`src/rtl/axi_pkg.sv`:
```
// Shared types for the AXI4-Lite 1-to-2 address decoder: target selects,
// response codes and the read/write FSM state encodings.
package axi_pkg;

  typedef enum logic [1:0] {
    TGT_S0,
    TGT_S1,
    TGT_ERR
  } tgt_t;

  localparam logic [1:0] RESP_OKAY   = 2'b00;
  localparam logic [1:0] RESP_DECERR = 2'b11;

  typedef enum logic {
    R_IDLE,
    R_RESP
  } rd_state_t;

  typedef enum logic [1:0] {
    W_IDLE,
    W_DATA,
    W_RESP
  } wr_state_t;

endpackage

```
`src/rtl/axi_if.sv`:
```
// AXI4-Lite bundle with 32-bit address/data and a 4-bit write mask.
interface axi_if;

  logic [31:0] araddr;
  logic        arvalid;
  logic        arready;
  logic [31:0] rdata;
  logic [1:0]  rresp;
  logic        rvalid;
  logic        rready;
  logic [31:0] awaddr;
  logic        awvalid;
  logic        awready;
  logic [31:0] wdata;
  logic [3:0]  wmask;
  logic        wvalid;
  logic        wready;
  logic [1:0]  bresp;
  logic        bvalid;
  logic        bready;

  modport master (
    output araddr, arvalid, rready, awaddr, awvalid, wdata, wmask, wvalid, bready,
    input  arready, rdata, rresp, rvalid, awready, wready, bresp, bvalid
  );

  modport slave (
    input  araddr, arvalid, rready, awaddr, awvalid, wdata, wmask, wvalid, bready,
    output arready, rdata, rresp, rvalid, awready, wready, bresp, bvalid
  );

endinterface

```
`src/rtl/axi_addr_decode.sv`:
```
// Combinational address-to-target decode; slave 0 wins when both regions hit.
module axi_addr_decode
  import axi_pkg::*;
#(
  parameter logic [31:0] S0_BASE = 32'h8000_0000,
  parameter logic [31:0] S0_MASK = 32'hF800_0000,
  parameter logic [31:0] S1_BASE = 32'hA000_0000,
  parameter logic [31:0] S1_MASK = 32'hF000_0000
) (
  input  logic [31:0] addr_i,
  output tgt_t        tgt_o
);

  always_comb begin
    if ((addr_i & S0_MASK) == S0_BASE)      tgt_o = TGT_S0;
    else if ((addr_i & S1_MASK) == S1_BASE) tgt_o = TGT_S1;
    else                                    tgt_o = TGT_ERR;
  end

endmodule

```
`src/rtl/axi_decoder.sv`:
```
// AXI4-Lite 1-to-2 decoder: independent read and write FSMs route one upstream
// master to s0/s1 by address, answering unmapped accesses locally with DECERR.
module axi_decoder
  import axi_pkg::*;
#(
  parameter logic [31:0] S0_BASE = 32'h8000_0000,
  parameter logic [31:0] S0_MASK = 32'hF800_0000,
  parameter logic [31:0] S1_BASE = 32'hA000_0000,
  parameter logic [31:0] S1_MASK = 32'hF000_0000
) (
  input  logic  clk,
  input  logic  reset,
  axi_if.slave  m,
  axi_if.master s0,
  axi_if.master s1
);

  tgt_t      ar_tgt, aw_tgt, rd_tgt_q, wr_tgt_q;
  rd_state_t rd_state_q;
  wr_state_t wr_state_q;
  logic      rd_idle, rd_resp, wr_idle, wr_data, wr_resp;
  logic      ar_hs, r_hs, aw_hs, w_hs, b_hs;

  axi_addr_decode #(.S0_BASE(S0_BASE), .S0_MASK(S0_MASK), .S1_BASE(S1_BASE), .S1_MASK(S1_MASK))
    u_ar_decode (.addr_i(m.araddr), .tgt_o(ar_tgt));

  axi_addr_decode #(.S0_BASE(S0_BASE), .S0_MASK(S0_MASK), .S1_BASE(S1_BASE), .S1_MASK(S1_MASK))
    u_aw_decode (.addr_i(m.awaddr), .tgt_o(aw_tgt));

  // Phase qualifiers are gated by reset so every valid/ready drops while it is high.
  assign rd_idle = !reset && (rd_state_q == R_IDLE);
  assign rd_resp = !reset && (rd_state_q == R_RESP);
  assign wr_idle = !reset && (wr_state_q == W_IDLE);
  assign wr_data = !reset && (wr_state_q == W_DATA);
  assign wr_resp = !reset && (wr_state_q == W_RESP);

  assign ar_hs = m.arvalid && m.arready;
  assign r_hs  = m.rvalid  && m.rready;
  assign aw_hs = m.awvalid && m.awready;
  assign w_hs  = m.wvalid  && m.wready;
  assign b_hs  = m.bvalid  && m.bready;

  assign s0.araddr = m.araddr;
  assign s1.araddr = m.araddr;
  assign s0.awaddr = m.awaddr;
  assign s1.awaddr = m.awaddr;
  assign s0.wdata  = m.wdata;
  assign s1.wdata  = m.wdata;
  assign s0.wmask  = m.wmask;
  assign s1.wmask  = m.wmask;

  always_comb begin : rd_mux
    // NOTE: every output gets a default first, so no path through this block infers a latch.
    m.arready  = 1'b0;
    m.rvalid   = 1'b0;
    m.rdata    = '0;
    m.rresp    = RESP_OKAY;
    s0.arvalid = 1'b0;
    s1.arvalid = 1'b0;
    s0.rready  = 1'b0;
    s1.rready  = 1'b0;
    if (rd_idle) begin
      case (ar_tgt)
        TGT_S0:  begin s0.arvalid = m.arvalid; m.arready = s0.arready; end
        TGT_S1:  begin s1.arvalid = m.arvalid; m.arready = s1.arready; end
        default: m.arready = 1'b1;
      endcase
    end
    if (rd_resp) begin
      case (rd_tgt_q)
        TGT_S0:  begin m.rvalid = s0.rvalid; m.rdata = s0.rdata; m.rresp = s0.rresp; s0.rready = m.rready; end
        TGT_S1:  begin m.rvalid = s1.rvalid; m.rdata = s1.rdata; m.rresp = s1.rresp; s1.rready = m.rready; end
        default: begin m.rvalid = 1'b1; m.rresp = RESP_DECERR; end
      endcase
    end
  end

  always_comb begin : wr_mux
    m.awready  = 1'b0;
    m.wready   = 1'b0;
    m.bvalid   = 1'b0;
    m.bresp    = RESP_OKAY;
    s0.awvalid = 1'b0;
    s1.awvalid = 1'b0;
    s0.wvalid  = 1'b0;
    s1.wvalid  = 1'b0;
    s0.bready  = 1'b0;
    s1.bready  = 1'b0;
    if (wr_idle) begin
      case (aw_tgt)
        TGT_S0:  begin s0.awvalid = m.awvalid; m.awready = s0.awready; end
        TGT_S1:  begin s1.awvalid = m.awvalid; m.awready = s1.awready; end
        default: m.awready = 1'b1;
      endcase
    end
    if (wr_data) begin
      case (wr_tgt_q)
        TGT_S0:  begin s0.wvalid = m.wvalid; m.wready = s0.wready; end
        TGT_S1:  begin s1.wvalid = m.wvalid; m.wready = s1.wready; end
        default: m.wready = 1'b1;
      endcase
    end
    if (wr_resp) begin
      case (wr_tgt_q)
        TGT_S0:  begin m.bvalid = s0.bvalid; m.bresp = s0.bresp; s0.bready = m.bready; end
        TGT_S1:  begin m.bvalid = s1.bvalid; m.bresp = s1.bresp; s1.bready = m.bready; end
        default: begin m.bvalid = 1'b1; m.bresp = RESP_DECERR; end
      endcase
    end
  end

  // NOTE: state registers use non-blocking assignments so all of them sample pre-edge values.
  always_ff @(posedge clk or posedge reset) begin : rd_fsm
    if (reset) begin
      rd_state_q <= R_IDLE;
      rd_tgt_q   <= TGT_ERR;
    end else begin
      case (rd_state_q)
        R_IDLE: if (ar_hs) begin
          rd_tgt_q   <= ar_tgt;
          rd_state_q <= R_RESP;
        end
        R_RESP:  if (r_hs) rd_state_q <= R_IDLE;
        default: rd_state_q <= R_IDLE;
      endcase
    end
  end

  always_ff @(posedge clk or posedge reset) begin : wr_fsm
    if (reset) begin
      wr_state_q <= W_IDLE;
      wr_tgt_q   <= TGT_ERR;
    end else begin
      case (wr_state_q)
        W_IDLE: if (aw_hs) begin
          wr_tgt_q   <= aw_tgt;
          wr_state_q <= W_DATA;
        end
        W_DATA:  if (w_hs) wr_state_q <= W_RESP;
        W_RESP:  if (b_hs) wr_state_q <= W_IDLE;
        default: wr_state_q <= W_IDLE;
      endcase
    end
  end

endmodule

```
`src/flat_wrapper.sv`:
```
// flat-port wrapper written by rule: the top's interface ports become plain ports
module axi_decoder_flat import axi_pkg::*;
#(
  parameter logic [31:0] S0_BASE = 32'h8000_0000,
  parameter logic [31:0] S0_MASK = 32'hF800_0000,
  parameter logic [31:0] S1_BASE = 32'hA000_0000,
  parameter logic [31:0] S1_MASK = 32'hF000_0000
)
  (clk, reset, m_araddr, m_arvalid, m_rready, m_awaddr, m_awvalid, m_wdata, m_wmask, m_wvalid, m_bready, m_arready, m_rdata, m_rresp, m_rvalid, m_awready, m_wready, m_bresp, m_bvalid, s0_araddr, s0_arvalid, s0_rready, s0_awaddr, s0_awvalid, s0_wdata, s0_wmask, s0_wvalid, s0_bready, s0_arready, s0_rdata, s0_rresp, s0_rvalid, s0_awready, s0_wready, s0_bresp, s0_bvalid, s1_araddr, s1_arvalid, s1_rready, s1_awaddr, s1_awvalid, s1_wdata, s1_wmask, s1_wvalid, s1_bready, s1_arready, s1_rdata, s1_rresp, s1_rvalid, s1_awready, s1_wready, s1_bresp, s1_bvalid);
  axi_if m_i ();
  axi_if s0_i ();
  axi_if s1_i ();
  input  logic clk;
  input  logic reset;
  input wire logic [$bits(m_i.araddr)-1:0] m_araddr;
  input wire logic [$bits(m_i.arvalid)-1:0] m_arvalid;
  input wire logic [$bits(m_i.rready)-1:0] m_rready;
  input wire logic [$bits(m_i.awaddr)-1:0] m_awaddr;
  input wire logic [$bits(m_i.awvalid)-1:0] m_awvalid;
  input wire logic [$bits(m_i.wdata)-1:0] m_wdata;
  input wire logic [$bits(m_i.wmask)-1:0] m_wmask;
  input wire logic [$bits(m_i.wvalid)-1:0] m_wvalid;
  input wire logic [$bits(m_i.bready)-1:0] m_bready;
  output wire logic [$bits(m_i.arready)-1:0] m_arready;
  output wire logic [$bits(m_i.rdata)-1:0] m_rdata;
  output wire logic [$bits(m_i.rresp)-1:0] m_rresp;
  output wire logic [$bits(m_i.rvalid)-1:0] m_rvalid;
  output wire logic [$bits(m_i.awready)-1:0] m_awready;
  output wire logic [$bits(m_i.wready)-1:0] m_wready;
  output wire logic [$bits(m_i.bresp)-1:0] m_bresp;
  output wire logic [$bits(m_i.bvalid)-1:0] m_bvalid;
  output wire logic [$bits(s0_i.araddr)-1:0] s0_araddr;
  output wire logic [$bits(s0_i.arvalid)-1:0] s0_arvalid;
  output wire logic [$bits(s0_i.rready)-1:0] s0_rready;
  output wire logic [$bits(s0_i.awaddr)-1:0] s0_awaddr;
  output wire logic [$bits(s0_i.awvalid)-1:0] s0_awvalid;
  output wire logic [$bits(s0_i.wdata)-1:0] s0_wdata;
  output wire logic [$bits(s0_i.wmask)-1:0] s0_wmask;
  output wire logic [$bits(s0_i.wvalid)-1:0] s0_wvalid;
  output wire logic [$bits(s0_i.bready)-1:0] s0_bready;
  input wire logic [$bits(s0_i.arready)-1:0] s0_arready;
  input wire logic [$bits(s0_i.rdata)-1:0] s0_rdata;
  input wire logic [$bits(s0_i.rresp)-1:0] s0_rresp;
  input wire logic [$bits(s0_i.rvalid)-1:0] s0_rvalid;
  input wire logic [$bits(s0_i.awready)-1:0] s0_awready;
  input wire logic [$bits(s0_i.wready)-1:0] s0_wready;
  input wire logic [$bits(s0_i.bresp)-1:0] s0_bresp;
  input wire logic [$bits(s0_i.bvalid)-1:0] s0_bvalid;
  output wire logic [$bits(s1_i.araddr)-1:0] s1_araddr;
  output wire logic [$bits(s1_i.arvalid)-1:0] s1_arvalid;
  output wire logic [$bits(s1_i.rready)-1:0] s1_rready;
  output wire logic [$bits(s1_i.awaddr)-1:0] s1_awaddr;
  output wire logic [$bits(s1_i.awvalid)-1:0] s1_awvalid;
  output wire logic [$bits(s1_i.wdata)-1:0] s1_wdata;
  output wire logic [$bits(s1_i.wmask)-1:0] s1_wmask;
  output wire logic [$bits(s1_i.wvalid)-1:0] s1_wvalid;
  output wire logic [$bits(s1_i.bready)-1:0] s1_bready;
  input wire logic [$bits(s1_i.arready)-1:0] s1_arready;
  input wire logic [$bits(s1_i.rdata)-1:0] s1_rdata;
  input wire logic [$bits(s1_i.rresp)-1:0] s1_rresp;
  input wire logic [$bits(s1_i.rvalid)-1:0] s1_rvalid;
  input wire logic [$bits(s1_i.awready)-1:0] s1_awready;
  input wire logic [$bits(s1_i.wready)-1:0] s1_wready;
  input wire logic [$bits(s1_i.bresp)-1:0] s1_bresp;
  input wire logic [$bits(s1_i.bvalid)-1:0] s1_bvalid;
  assign m_i.araddr = m_araddr;
  assign m_i.arvalid = m_arvalid;
  assign m_i.rready = m_rready;
  assign m_i.awaddr = m_awaddr;
  assign m_i.awvalid = m_awvalid;
  assign m_i.wdata = m_wdata;
  assign m_i.wmask = m_wmask;
  assign m_i.wvalid = m_wvalid;
  assign m_i.bready = m_bready;
  assign m_arready = m_i.arready;
  assign m_rdata = m_i.rdata;
  assign m_rresp = m_i.rresp;
  assign m_rvalid = m_i.rvalid;
  assign m_awready = m_i.awready;
  assign m_wready = m_i.wready;
  assign m_bresp = m_i.bresp;
  assign m_bvalid = m_i.bvalid;
  assign s0_araddr = s0_i.araddr;
  assign s0_arvalid = s0_i.arvalid;
  assign s0_rready = s0_i.rready;
  assign s0_awaddr = s0_i.awaddr;
  assign s0_awvalid = s0_i.awvalid;
  assign s0_wdata = s0_i.wdata;
  assign s0_wmask = s0_i.wmask;
  assign s0_wvalid = s0_i.wvalid;
  assign s0_bready = s0_i.bready;
  assign s0_i.arready = s0_arready;
  assign s0_i.rdata = s0_rdata;
  assign s0_i.rresp = s0_rresp;
  assign s0_i.rvalid = s0_rvalid;
  assign s0_i.awready = s0_awready;
  assign s0_i.wready = s0_wready;
  assign s0_i.bresp = s0_bresp;
  assign s0_i.bvalid = s0_bvalid;
  assign s1_araddr = s1_i.araddr;
  assign s1_arvalid = s1_i.arvalid;
  assign s1_rready = s1_i.rready;
  assign s1_awaddr = s1_i.awaddr;
  assign s1_awvalid = s1_i.awvalid;
  assign s1_wdata = s1_i.wdata;
  assign s1_wmask = s1_i.wmask;
  assign s1_wvalid = s1_i.wvalid;
  assign s1_bready = s1_i.bready;
  assign s1_i.arready = s1_arready;
  assign s1_i.rdata = s1_rdata;
  assign s1_i.rresp = s1_rresp;
  assign s1_i.rvalid = s1_rvalid;
  assign s1_i.awready = s1_awready;
  assign s1_i.wready = s1_wready;
  assign s1_i.bresp = s1_bresp;
  assign s1_i.bvalid = s1_bvalid;
  axi_decoder #(.S0_BASE(S0_BASE), .S0_MASK(S0_MASK), .S1_BASE(S1_BASE), .S1_MASK(S1_MASK)) u_core (.clk(clk), .reset(reset), .m(m_i), .s0(s0_i), .s1(s1_i));
endmodule
```
`config.mk`:
```
export PLATFORM = sky130hd
export DESIGN_NAME = axi_decoder_flat
export DESIGN_NICKNAME = d
export VERILOG_FILES = /design/src/rtl/axi_pkg.sv /design/src/rtl/axi_if.sv /design/src/rtl/axi_addr_decode.sv /design/src/rtl/axi_decoder.sv /design/src/flat_wrapper.sv
export SDC_FILE = /design/constraint.sdc
export NUM_CORES = 1
export LEC_CHECK = 0
export ABC_AREA = 1
export CAP_MARGIN = 40
export CORE_AREA = 5 5 166 168
export CTS_BUF_LIST = sky130_fd_sc_hd__clkbuf_8
export CTS_CLUSTER_DIAMETER = 60
export CTS_CLUSTER_SIZE = 25
export DETAILED_ROUTE_END_ITERATION = 8
export DIE_AREA = 0 0 171 173
export GPL_ROUTABILITY_DRIVEN = 0
export GPL_TIMING_DRIVEN = 0
export SLEW_MARGIN = 10
export SYNTH_ARGS = -nofsm -noshare
export SYNTH_HDL_FRONTEND = slang
export SYNTH_HIERARCHICAL = 1
export SYNTH_SLANG_ARGS = --single-unit
```
`constraint.sdc`:
```
create_clock -name clk -period 1.4 [get_ports clk]
set_input_delay 0.35 -clock clk [delete_from_list [all_inputs] [get_ports clk]]
set_output_delay 0.35 -clock clk [all_outputs]
set_load 0.005 [all_outputs]
```
==> qor.txt <==
Status = finished with violations
Failing checks = negative setup slack
Critical path data arrival time = 1.54 ns
CP most frequent cell = buf_12
Reg clk slew, reported paths = 0.04 ns
Die area = 29580 um^2
Drt wl/cell = 15.06 um
Starting Density = 0.1053
Design Area, Final = 7614 um^2
# DRC = 0
Commonest non-fill, non-tap cell in the layout = clkdlybuf4s50_1
CP Max Fanout = 7
Horiz. Die Dim = 171 um
Largest cells by area after synthesis = buf_4 55%, nand2_1 13%, dfrtp_1 4.6%
Core area = 25760 um^2
Worst path slowest cell = dfrtp_1
Clock Latency Late Sink = 0.22 ns
Row count = 59
Placed cells = 1118
Synth top area share = 0.5533
Layout cells sized above 1 = 0.5477
Post-CTS Hold Buffers = 0
Leakage = 3.601 nW
Initial antenna violation count = 0
Largest area contributor in the netlist = buf_4
Max Root-Sink Buffers = 2
Vias = 3929
Unrepaired setup endpoints after global routing = yes
Worst path max stage delay = 0.40 ns
Root Driver = clkbuf_8
Worst VDD drop = 551.6 uV
Clk sink count = 7
Htree depth = 1
Maximum Capacitance Violations = 0
Most frequent cells in the layout = 262 x clkdlybuf4s50_1, 231 x buf_4, 52 x nand2_1
Final ANT Viol Nets = 0
Synthesized Nets = 623
First-pass DRT Iterations = 4
Worst Skew = 0.0003027 ns
Min-Delay Path Class = input pin to async pin
Fill count = 2708
Fmax = 0.5287 GHz
Num CTS Buffers = 3
Number of global-route vias before repair = 3993
Fin crit share = 1.351
Final wirelength = 17670 um
Average via count per standard cell = 3.350
Ports = 440
Final hold vios = 0
Fin crit period = 1.891 ns
Finished Core Util = 0.2955
CP Data Required Time = 1.05 ns
Fin worst setup slack = -0.4913 ns
Cell Area, Placed = 6626 um^2
Post-synthesis instance total = 434
All-Layer GR Usage = 0.1053
Max_slew headroom = 0.8404
Setup TNS Final = -18.59 ns
Remaining global-route overflow = 0
Fin. max-slew vios = 0
Initial DRC count = 50
Synth cell types = 20
Hold WS = 0.3151 ns
WS Path Type = register to output pin
I/O Buffers = 349
Hpwl dp = 14700 um
Crit path cell chain = buf_6 -> nor2_4 -> buf_12 -> buf_12 -> nand2_4 -> a21oi_4 -> buf_2
Crit end category = output pin
Seq/Total Area, Yosys = 0.06547
Syn Area/Cell = 6.253 um^2
Synth Warn # = 6
Measured slew at the worst slew-check pin = 0.2394 ns
Setup Viol. Count Final = 51
Global-route wire length before repair = 24490 um
Area delta synth->final = 180.5%
# diodes = 0
Setup crit start kind = register
TritonCTS clock tree = built
Synthesized cell area = 2714 um^2
Power per cell area = 646.9 nW/um^2
Die height = 173 um
Largest net degree at the start of global routing = 11
Register area = 180.2 um^2
Nets = 1028
Synth Register Bits = 7
Finished Layout Cells = 1173
Multi-input logic area = 1396 um^2
metal layers:
layer | GRT usage | vias up | part of all wire
li1 | - | 1949 | -
met1 | 0.1185 | 1788 | 0.36
met2 | 0.2098 | 182 | 0.55
met3 | 0.01826 | 10 | 0.087
met4 | 0.01023 | 0 | 0.0068
met5 | 0 | - | 0
registers in the layout, indices dropped and copies added (netlist names):
signal / cells
u_core/rd_state_q: 1
u_core/wr_tgt_q: 2
u_core/wr_state_q: 2
u_core/rd_tgt_q: 2
critical path, delay by kind of cell, from the launching register on:
kind,cells,cell delay (ns)
buf+inv,4,0.55
flops,1,0.40
compound gates,1,0.16
simple gates,2,0.19
stage by stage:
stage          worst slack [ns]  total power [mW]
2_1_floorplan           0.04554             1.724
3_3_place_gp             -1.366             3.463
3_5_place_dp             -1.374             3.483
4_1_cts                 -0.5059             4.758
5_1_grt                 -0.5509             5.288
6_report                -0.4913             4.925
final timing paths:
path	to	from	slack, ns	depth (start not counted)
setup reg to reg	u_core/rd_state_q$_DFF_PP0_	u_core/rd_tgt_q[0]$_DFFE_PP0P_	0.05	9
min in group clk	u_core/rd_state_q$_DFF_PP0_	u_core/rd_state_q$_DFF_PP0_	0.47	2
hold reg to reg	u_core/rd_state_q$_DFF_PP0_	u_core/rd_state_q$_DFF_PP0_	0.47	2
max in group asynchronous	u_core/rd_tgt_q[1]$_DFFE_PP1P_	reset	0.88	4
setup / recovery	m_rdata[28]	u_core/rd_tgt_q[0]$_DFFE_PP0P_	-0.49	7
hold / removal	u_core/wr_state_q[0]$_DFFE_PP0P_	reset	0.32	4
power breakdown:
part | internal (mW) | switching, mW
combinational | 2.38 | 1.87
sequential | 0.314 | 0.0961
clock | 0.189 | 0.0822
total | 2.88 | 2.04
layout make-up:
type                       instances  area share
inverter                          31     0.01841
clock inverter                     1   0.0004930
buffer                           208      0.2100
timing repair buffer             401      0.5035
multi-input combinational        187      0.1834
tap                              335     0.05505
clock buffer                       3    0.005423
sequential                         7     0.02366
timing repair:
action                                  in CTS  in global routing
endpoints found under the setup margin      78                 61
cloned                                       3                  1
resized for setup                          426                 87
buffers inserted                            53                  8
pin swaps                                   58                 44
kinds of logic after synthesis:
| group | synth area share |
|---|---|
| compound gates | 0.08069 |
| buf+inv | 0.6196 |
| flops | 0.06547 |
| simple gates | 0.2342 |
cells in the mapped netlist, drive strengths merged:
| cell | n |
|---|---|
| a21oi | 33 |
| and2 | 1 |
| and3 | 3 |
| buf | 209 |
| dfrtp | 5 |
| dfstp | 2 |
| inv | 31 |
| nand2 | 96 |
| nand3 | 8 |
| nand3b | 3 |
| nand4 | 6 |
| nor2 | 26 |
| nor3 | 7 |
| o21ai | 4 |
No activity file was read; power rests on OpenSTA's default activity.
